`config.mk`:
```
export PLATFORM = sky130hd
export DESIGN_NAME = rv_imem_boot
export DESIGN_NICKNAME = d
export VERILOG_FILES = /design/src/rtl/rv_imem_boot_pkg.sv /design/src/rtl/rv_imem_ram.sv /design/src/rtl/rv_imem_boot.sv
export SDC_FILE = /design/constraint.sdc
export NUM_CORES = 2
export LEC_CHECK = 0
export ABC_AREA = 1
export CAP_MARGIN = 10
export CORE_AREA = 10 10 507 509
export DETAILED_ROUTE_END_ITERATION = 6
export DIE_AREA = 0 0 517 519
export PLACE_DENSITY_LB_ADDON = 0.12
export SETUP_SLACK_MARGIN = 0.5
export SYNTH_ARGS = -nofsm -noshare
export SYNTH_HDL_FRONTEND = slang
export SYNTH_HIERARCHICAL = 1
export SYNTH_SLANG_ARGS = --single-unit
```
`constraint.sdc`:
```
create_clock -name clk -period 5.22 [get_ports clk]
set_clock_uncertainty 0.05 [all_clocks]
set_input_delay 0.783 -clock clk [delete_from_list [all_inputs] [get_ports clk]]
set_output_delay 0.783 -clock clk [all_outputs]
set_load 0.01 [all_outputs]
```
`src/rtl/rv_imem_boot_pkg.sv`:
```
// Shared defaults and encodings for the boot-loaded instruction memory.
package rv_imem_boot_pkg;

  localparam int unsigned DATA_WIDTH_DEF = 32;
  localparam int unsigned ROM_DEPTH_DEF  = 64;
  localparam logic [31:0] NOP_INSTR_DEF  = 32'h0000_0013;

  typedef enum logic {
    ST_LOAD = 1'b0,
    ST_RUN  = 1'b1
  } boot_state_e;

  // Where instr_o currently comes from; lets the RAM read register stay reset-free.
  typedef enum logic [1:0] {
    SRC_ZERO = 2'd0,
    SRC_RAM  = 2'd1,
    SRC_NOP  = 2'd2
  } instr_src_e;

endpackage

```
`src/rtl/rv_imem_ram.sv`:
```
// Instruction storage: one synchronous write port, one registered read port.
module rv_imem_ram
  import rv_imem_boot_pkg::*;
#(
  parameter int unsigned DATA_WIDTH = DATA_WIDTH_DEF,
  parameter int unsigned ADDR_W     = 6
) (
  input  logic                  clk,
  input  logic                  we_i,
  input  logic [ADDR_W-1:0]     waddr_i,
  input  logic [DATA_WIDTH-1:0] wdata_i,
  input  logic                  re_i,
  input  logic [ADDR_W-1:0]     raddr_i,
  output logic [DATA_WIDTH-1:0] rdata_o
);

  logic [DATA_WIDTH-1:0] mem_q [2**ADDR_W];
  logic [DATA_WIDTH-1:0] rdata_q;

  always_ff @(posedge clk) begin
    if (we_i) begin
      mem_q[waddr_i] <= wdata_i;
    end
    if (re_i) begin
      rdata_q <= mem_q[raddr_i];
    end
  end

  assign rdata_o = rdata_q;

endmodule

```
`src/rtl/rv_imem_boot.sv`:
```
// Byte-serial program loader feeding an instruction ROM; releases the core
// reset once loading finishes and serves single-cycle-latency fetches.
module rv_imem_boot
  import rv_imem_boot_pkg::*;
#(
  parameter int unsigned            DATA_WIDTH = DATA_WIDTH_DEF,
  parameter int unsigned            ROM_DEPTH  = ROM_DEPTH_DEF,
  parameter logic [DATA_WIDTH-1:0]  NOP_INSTR  = DATA_WIDTH'(NOP_INSTR_DEF),
  localparam int unsigned           ADDR_W     = $clog2(ROM_DEPTH)
) (
  input  logic                  clk,
  input  logic                  rst_n,
  input  logic                  ld_valid_i,
  input  logic [7:0]            ld_data_i,
  input  logic                  ld_last_i,
  output logic                  ld_ready_o,
  output logic                  core_rstn_o,
  output logic                  boot_done_o,
  input  logic                  instr_req_i,
  input  logic [ADDR_W-1:0]     instr_addr_i,
  output logic [DATA_WIDTH-1:0] instr_o,
  output logic                  instr_valid_o
);

  localparam int unsigned       NBYTES    = DATA_WIDTH / 8;
  localparam int unsigned       BCNT_W    = (NBYTES > 1) ? $clog2(NBYTES) : 1;
  localparam logic [BCNT_W-1:0] BCNT_LAST = BCNT_W'(NBYTES - 1);
  localparam logic [ADDR_W-1:0] PTR_LAST  = ADDR_W'(ROM_DEPTH - 1);

  boot_state_e           state_q, state_d;
  logic [ADDR_W-1:0]     wr_ptr_q, wr_ptr_d;
  logic [ADDR_W:0]       wcnt_q, wcnt_d;
  logic [BCNT_W-1:0]     bcnt_q, bcnt_d;
  logic [DATA_WIDTH-1:0] asm_q, asm_d;
  instr_src_e            src_q, src_d;
  logic                  valid_q;
  logic                  core_rstn_q;

  logic [DATA_WIDTH-1:0] word_merged;
  logic [DATA_WIDTH-1:0] ram_rdata;
  logic                  ram_we;
  logic                  ram_re;
  logic                  fetch_en;
  logic                  addr_hit;

  // Unfilled lanes of asm_q are always zero, so a short final word is zero-padded for free.
  for (genvar gi = 0; gi < NBYTES; gi++) begin : g_lane
    assign word_merged[gi*8 +: 8] = (bcnt_q == BCNT_W'(gi)) ? ld_data_i : asm_q[gi*8 +: 8];
  end

  always_comb begin
    state_d     = state_q;
    wr_ptr_d    = wr_ptr_q;
    wcnt_d      = wcnt_q;
    bcnt_d      = bcnt_q;
    asm_d       = asm_q;
    src_d       = src_q;
    ram_we      = 1'b0;
    ld_ready_o  = (state_q == ST_LOAD);
    boot_done_o = (state_q == ST_RUN);

    if ((state_q == ST_LOAD) && ld_valid_i) begin
      if ((bcnt_q == BCNT_LAST) || ld_last_i) begin
        ram_we   = 1'b1;
        wr_ptr_d = wr_ptr_q + 1'b1;
        wcnt_d   = wcnt_q + 1'b1;
        bcnt_d   = '0;
        asm_d    = '0;
        if (ld_last_i || (wr_ptr_q == PTR_LAST)) begin
          state_d = ST_RUN;
        end
      end else begin
        bcnt_d = bcnt_q + 1'b1;
        asm_d  = word_merged;
      end
    end

    // Addresses at or beyond wcnt were never loaded since reset and read as NOP.
    fetch_en = instr_req_i && (state_q == ST_RUN);
    addr_hit = ({1'b0, instr_addr_i} < wcnt_q);
    ram_re   = fetch_en && addr_hit;
    if (fetch_en) begin
      src_d = addr_hit ? SRC_RAM : SRC_NOP;
    end
  end

  always_ff @(posedge clk) begin
    if (!rst_n) begin
      state_q     <= ST_LOAD;
      wr_ptr_q    <= '0;
      wcnt_q      <= '0;
      bcnt_q      <= '0;
      asm_q       <= '0;
      src_q       <= SRC_ZERO;
      valid_q     <= 1'b0;
      core_rstn_q <= 1'b0;
    end else begin
      state_q     <= state_d;
      wr_ptr_q    <= wr_ptr_d;
      wcnt_q      <= wcnt_d;
      bcnt_q      <= bcnt_d;
      asm_q       <= asm_d;
      src_q       <= src_d;
      valid_q     <= fetch_en;
      core_rstn_q <= core_rstn_q | (state_q == ST_RUN);
    end
  end

  rv_imem_ram #(
    .DATA_WIDTH (DATA_WIDTH),
    .ADDR_W     (ADDR_W)
  ) u_ram (
    .clk     (clk),
    .we_i    (ram_we),
    .waddr_i (wr_ptr_q),
    .wdata_i (word_merged),
    .re_i    (ram_re),
    .raddr_i (instr_addr_i),
    .rdata_o (ram_rdata)
  );

  always_comb begin
    case (src_q)
      SRC_RAM: instr_o = ram_rdata;
      SRC_NOP: instr_o = NOP_INSTR;
      default: instr_o = '0;
    endcase
  end

  assign instr_valid_o = valid_q;
  assign core_rstn_o   = core_rstn_q;

endmodule

```
# == After elaboration in Yosys (flattened, before gate mapping) ==
# Memory sizes are Yosys's and may differ from the RTL's. A register that Yosys moved wholly into a read port is not among the register bits.
# Cells that the tools add are included.
# W data, S select, Z words.
# totals
regBits,52
latch_bits,0
mem_bits_rw,2048
rom_bits,0
inputBits,19
mem_count,1
# mem_list
memory,depth,width,read_ports,rd_ports_with_merged_regs,write_ports,line,text
u_ram.mem_q,64,32,1,1,1,rv_imem_ram.sv:17,logic [DATA_WIDTH-1:0] mem_q [2**ADDR_W];
# op_classes
n_addsub,3
multipliers,0
n_div,0
n_lt_le_gt_ge,1
n_eq_ne,6
shift,0
muxes,12
bitwise,2
reduce_logical,8
# ops
operator,count
$pmux W32 S2,1
$mux W32,1
$mux W8,4
$add A7 B1 Y7 const B,1
$lt A6 B7 Y1,1
$add A6 B1 Y6 const B,1
$eq A2 B2 Y1 const B,3
$eq A6 B6 Y1 const B,1
$eq A2 B1 Y1 const B,2
$mux W1,4
$mux W2,2
$logic_and A1 B1 Y1,3
$reduce_and A3 Y1,1
$add A2 B1 Y2 const B,1
$logic_not A2 Y1,1
$logic_or A1 B1 Y1,2
$reduce_and A2 Y1,1
$not A1 Y1,1
$or A1 B1 Y1,1

# == Depth between registers and ports, before layout ==
# depth
word_depth,6
mapped_depth,13
mapped_depth_nobuf,9

# == Modules after synthesis ==
# Netlist, hierarchy kept.
# by_module_without_submodules
module,n_inst,cells_per_inst,area_per_inst_um2,seq_area_each_um2
rv_imem_ram,1,6769,83058.4,62459.9
rv_imem_boot,1,450,2882.8,1041.0

# == Worst setup path before layout ==
# No wires, ideal clock.
# synth_path
path_type,input -> register
from,input ld_valid_i
to,"memory u_ram/mem_q[48][0] (netlist bit), enable pin"
setup_time_ns,0.502
arrival_ns,4.854
t_required_ns,4.668
slack_ns,-0.186
cell_stages,7
path_buffers,3
cell_sequence,nand2_4 > nor2_4 > buf_6 > buf_6 > clkbuf_1 > nand4_1 > nor4_1
# synth_between
elab_chain_len,4
# synth_rtl
item,line,text
"start, declared",rv_imem_boot.sv:13,"input logic ld_valid_i,"
$logic_and A1 B1 Y1,rv_imem_boot.sv:62,if ((state_q == ST_LOAD) && ld_valid_i) begin
$mux W1,rv_imem_boot.sv:62,
named net ram_we,rv_imem_boot.sv:41,logic ram_we;
$mux W1,rv_imem_ram.sv:21,if (we_i) begin
$mux W1 (implied by the code),rv_imem_ram.sv:22,mem_q[waddr_i] <= wdata_i;
"end, declared",rv_imem_ram.sv:17,
# The timed path passes the listed nets, and every way through them passes these cells.

# == Final worst setup path ==
# layout_path
from,register src_q[1]
to,output instr_o[19]
# layout_between
elab_chain_len,2
# layout_rtl
item,line,text
"start, declared",rv_imem_boot.sv:35,"instr_src_e src_q, src_d;"
"start signal, assigned",rv_imem_boot.sv:103,src_q <= src_d;
$eq A2 B2 Y1 / $eq A2 B1 Y1 (equally long branches),rv_imem_boot.sv:123,case (src_q)
$pmux W32 S2 *,rv_imem_boot.sv:123,
"end, declared",rv_imem_boot.sv:21,"output logic [DATA_WIDTH-1:0] instr_o,"
# Mark *: on every way between the ends. The rest lies on a longest branch, timed or not.

==> flow_summary.json <==
{
  "core_area_um2": 247000,
  "setup_tns_ps": 0,
  "antenna_left": 0,
  "wl_mm": 281,
  "area_growth_syn_to_layout_pct": 14.1,
  "post-place-ws_ps": 1220,
  "die_area_um2": 268000,
  "syn_area_um2": 85900,
  "finalCriticalPeriod_ps": 4200,
  "antenna_found_initial": 18,
  "synth_cell_types": 28,
  "clock_sinks": 2132,
  "rsz0062_at_grt": "false",
  "hold_viol": 0,
  "cts_buffer_depth": 3,
  "tritoncts": "yes",
  "path_class": "flop to output port",
  "outcome": "finished clean",
  "path_max_fanout": 32,
  "crit_slowest_cell": "ha_2",
  "first_pass_iters": 5,
  "num_vias": 56400,
  "drc_errors": 0,
  "layout-drive-gt1-share_pct": 8.21,
  "p_leak_uw": 0.0344,
  "hold_ws_ps": 414,
  "grt_pass1_wl_mm": 401,
  "final_cell_mix": "nand2_1 (2,397), edfxtp_1 (2,080), nand3_1 (1,911), clkbuf_16 (232), buf_4 (148)",
  "synth_area_leader_cell": "edfxtp_1",
  "via_per_inst": 5.29,
  "setup_violations": 0,
  "cp-start-kind": "flop",
  "yosys_warnings": 6,
  "synth-seq-area-share_pct": 73.9,
  "syn-mean-instance-area_um2": 11.9,
  "hold_path.class": "flop to flop",
  "cts_made_buffers": 230,
  "post_cts_buffers": 0,
  "io_pins": 55,
  "die_w_um": 517,
  "crit_path_cell_trace": "inv_1 -> ha_2 -> nand2_1 -> inv_1 -> clkdlybuf4s50_1",
  "grt_remaining_overflow": 0,
  "power.density_nw_per_um2": 375,
  "grt_start_max_net_pins": 187,
  "start_util_pct": 34.8,
  "syn-num-nets": 7251,
  "dp_hpwl_mm": 149,
  "clockRootBuffer": "clkbuf_16",
  "path_buf_inv": 3,
  "route.detailed.wl_per_inst_um": 26.3,
  "drt_iter0_markers": 6064,
  "htree_levels": 4,
  "final_nets": 7249,
  "cts_resized": 0,
  "yosys.area.top_type_share_pct": 72.7,
  "crit_required_ps": 4390,
  "track_usage_pct": 20.3,
  "ir_drop_uv": 301,
  "path_clk_slew_ps": 60,
  "period_share_pct": 80.4,
  "die_h_um": 519,
  "cpPeakStageDelay_ps": 860,
  "slew-limit-headroom_pct": 14.5,
  "max_slew.worst_pin.slew_ps": 1280,
  "final_common_cell": "nand2_1",
  "drv_cap": 0,
  "worstSetupEndpointType": "output port",
  "fillers": 23500,
  "drv_slew": 0,
  "multi_input_area_um2": 20500,
  "seq_area_um2": 63500,
  "cp_top_family": "adder cells",
  "hold_buffers": 0,
  "fmax_mhz": 238,
  "synthCells": 7219,
  "synth.ff_latch_count": 2132,
  "path_common_cell": "inv_1",
  "gp_congestion": 0.780,
  "clk_latency_ps": 850,
  "num_rows": 183,
  "worst_slack_ps": 1020,
  "portBuffers": 54,
  "grt_pass1_vias": 53400,
  "cp.arrival_ps": 3370,
  "synth.area.top_cells": "edfxtp_1 (73%), nand3_1 (11%), nand2_1 (10%)"
}
-- worst register-to-register path: cells and delay by family, from the launching register on --
kind	cells	cell delay, ps
compound gates	1	1130
buf+inv	2	720
fa+ha+maj	1	600
flops	1	410
-- logic make-up after synthesis --
logic type / Yosys count / synth area share (%)
xor+xnor: 1 / 0.0102
simple gates: 4420 / 22.2
fa+ha+maj: 13 / 0.189
compound gates: 81 / 0.491
buf+inv: 572 / 3.21
flops: 2132 / 73.9
-- layout make-up --
| class | count | share of cell area (%) |
|---|---|---|
| clock buffers | 289 | 6.17 |
| repair buffers | 234 | 2.37 |
| well taps | 3237 | 4.13 |
| flip-flops and latches | 2132 | 64.8 |
| inverters | 104 | 0.436 |
| diodes | 14 | 0.0357 |
| multi-input cells | 4515 | 20.9 |
| clock inverters | 142 | 1.20 |
-- synthesized netlist by cell type --
| cell type | n |
|---|---|
| inv_1 | 100 |
| ha_1 | 13 |
| inv_2 | 3 |
| buf_8 | 2 |
| buf_4 | 45 |
| nand2_1 | 2397 |
| clkbuf_1 | 85 |
| nor3_1 | 6 |
| buf_1 | 40 |
| buf_2 | 288 |
| nor4_1 | 8 |
| edfxtp_1 | 2080 |
| xor2_1 | 1 |
| nor2_4 | 2 |
| nand2_2 | 1 |
| nor3_2 | 3 |
| nor2_1 | 78 |
| a21oi_1 | 37 |
| nand4_1 | 13 |
| o21ai_0 | 39 |
| nand3_1 | 1911 |
| inv_4 | 1 |
| a211oi_1 | 1 |
| nand2_4 | 1 |
| buf_6 | 8 |
| o21bai_1 | 1 |
| a21oi_2 | 3 |
| dfxtp_1 | 52 |
-- metal layers --
| metal | share of wire, % | wire length, um | vias to the layer above | track usage, % |
|---|---|---|---|---|
| met4 | 2.2 | 6060 | 0 | 4.56 |
| met2 | 45 | 127000 | 1753 | 31.2 |
| met1 | 46 | 130000 | 28800 | 30.2 |
| met5 | 0 | 0 | - | 0 |
| li1 | - | - | 25600 | - |
| met3 | 6.4 | 18000 | 293 | 3.20 |
-- flip-flops by register name, indices dropped and copies added, names as in the netlist --
name,cells
wr_ptr_q,6
asm_q,32
core_rstn_o,1
src_q,2
instr_valid_o,1
wcnt_q,7
u_ram/rdata_o,32
u_ram/mem_q,2048
boot_done_o,1
bcnt_q,2
-- where the power goes --
part	leakage [uW]	internal (uW)	switching (uW)	total, uW
combinational	0.0114	500	1710	2210
clock	0.00352	9030	6770	15800
sequential	0.0194	18800	19.6	18800
-- stage by stage --
step,instances,total power (uW),util [%],area (um2)
2_1_floorplan,7219,20400,-,85900
3_5_place_dp,10200,21400,36.7,90800
5_1_grt,10700,38000,39.6,98000
4_1_cts,10700,37100,39.6,98000
6_report,10700,36800,39.7,98100
3_3_place_gp,10200,21300,36.7,90700
-- path summary, 6_finish.rpt --
path	start	to	slack (ps)	cells after the start
worst max register to register	bcnt_q[0]	u_ram/mem_q[34][17]	2040	4
worst min-delay path	asm_q[12]	asm_q[12]	410	2
worst min register to register	asm_q[12]	asm_q[12]	410	2
worst max-delay path	src_q[1]	instr_o[19]	1020	5
No activity file was read; power rests on OpenSTA's default activity.
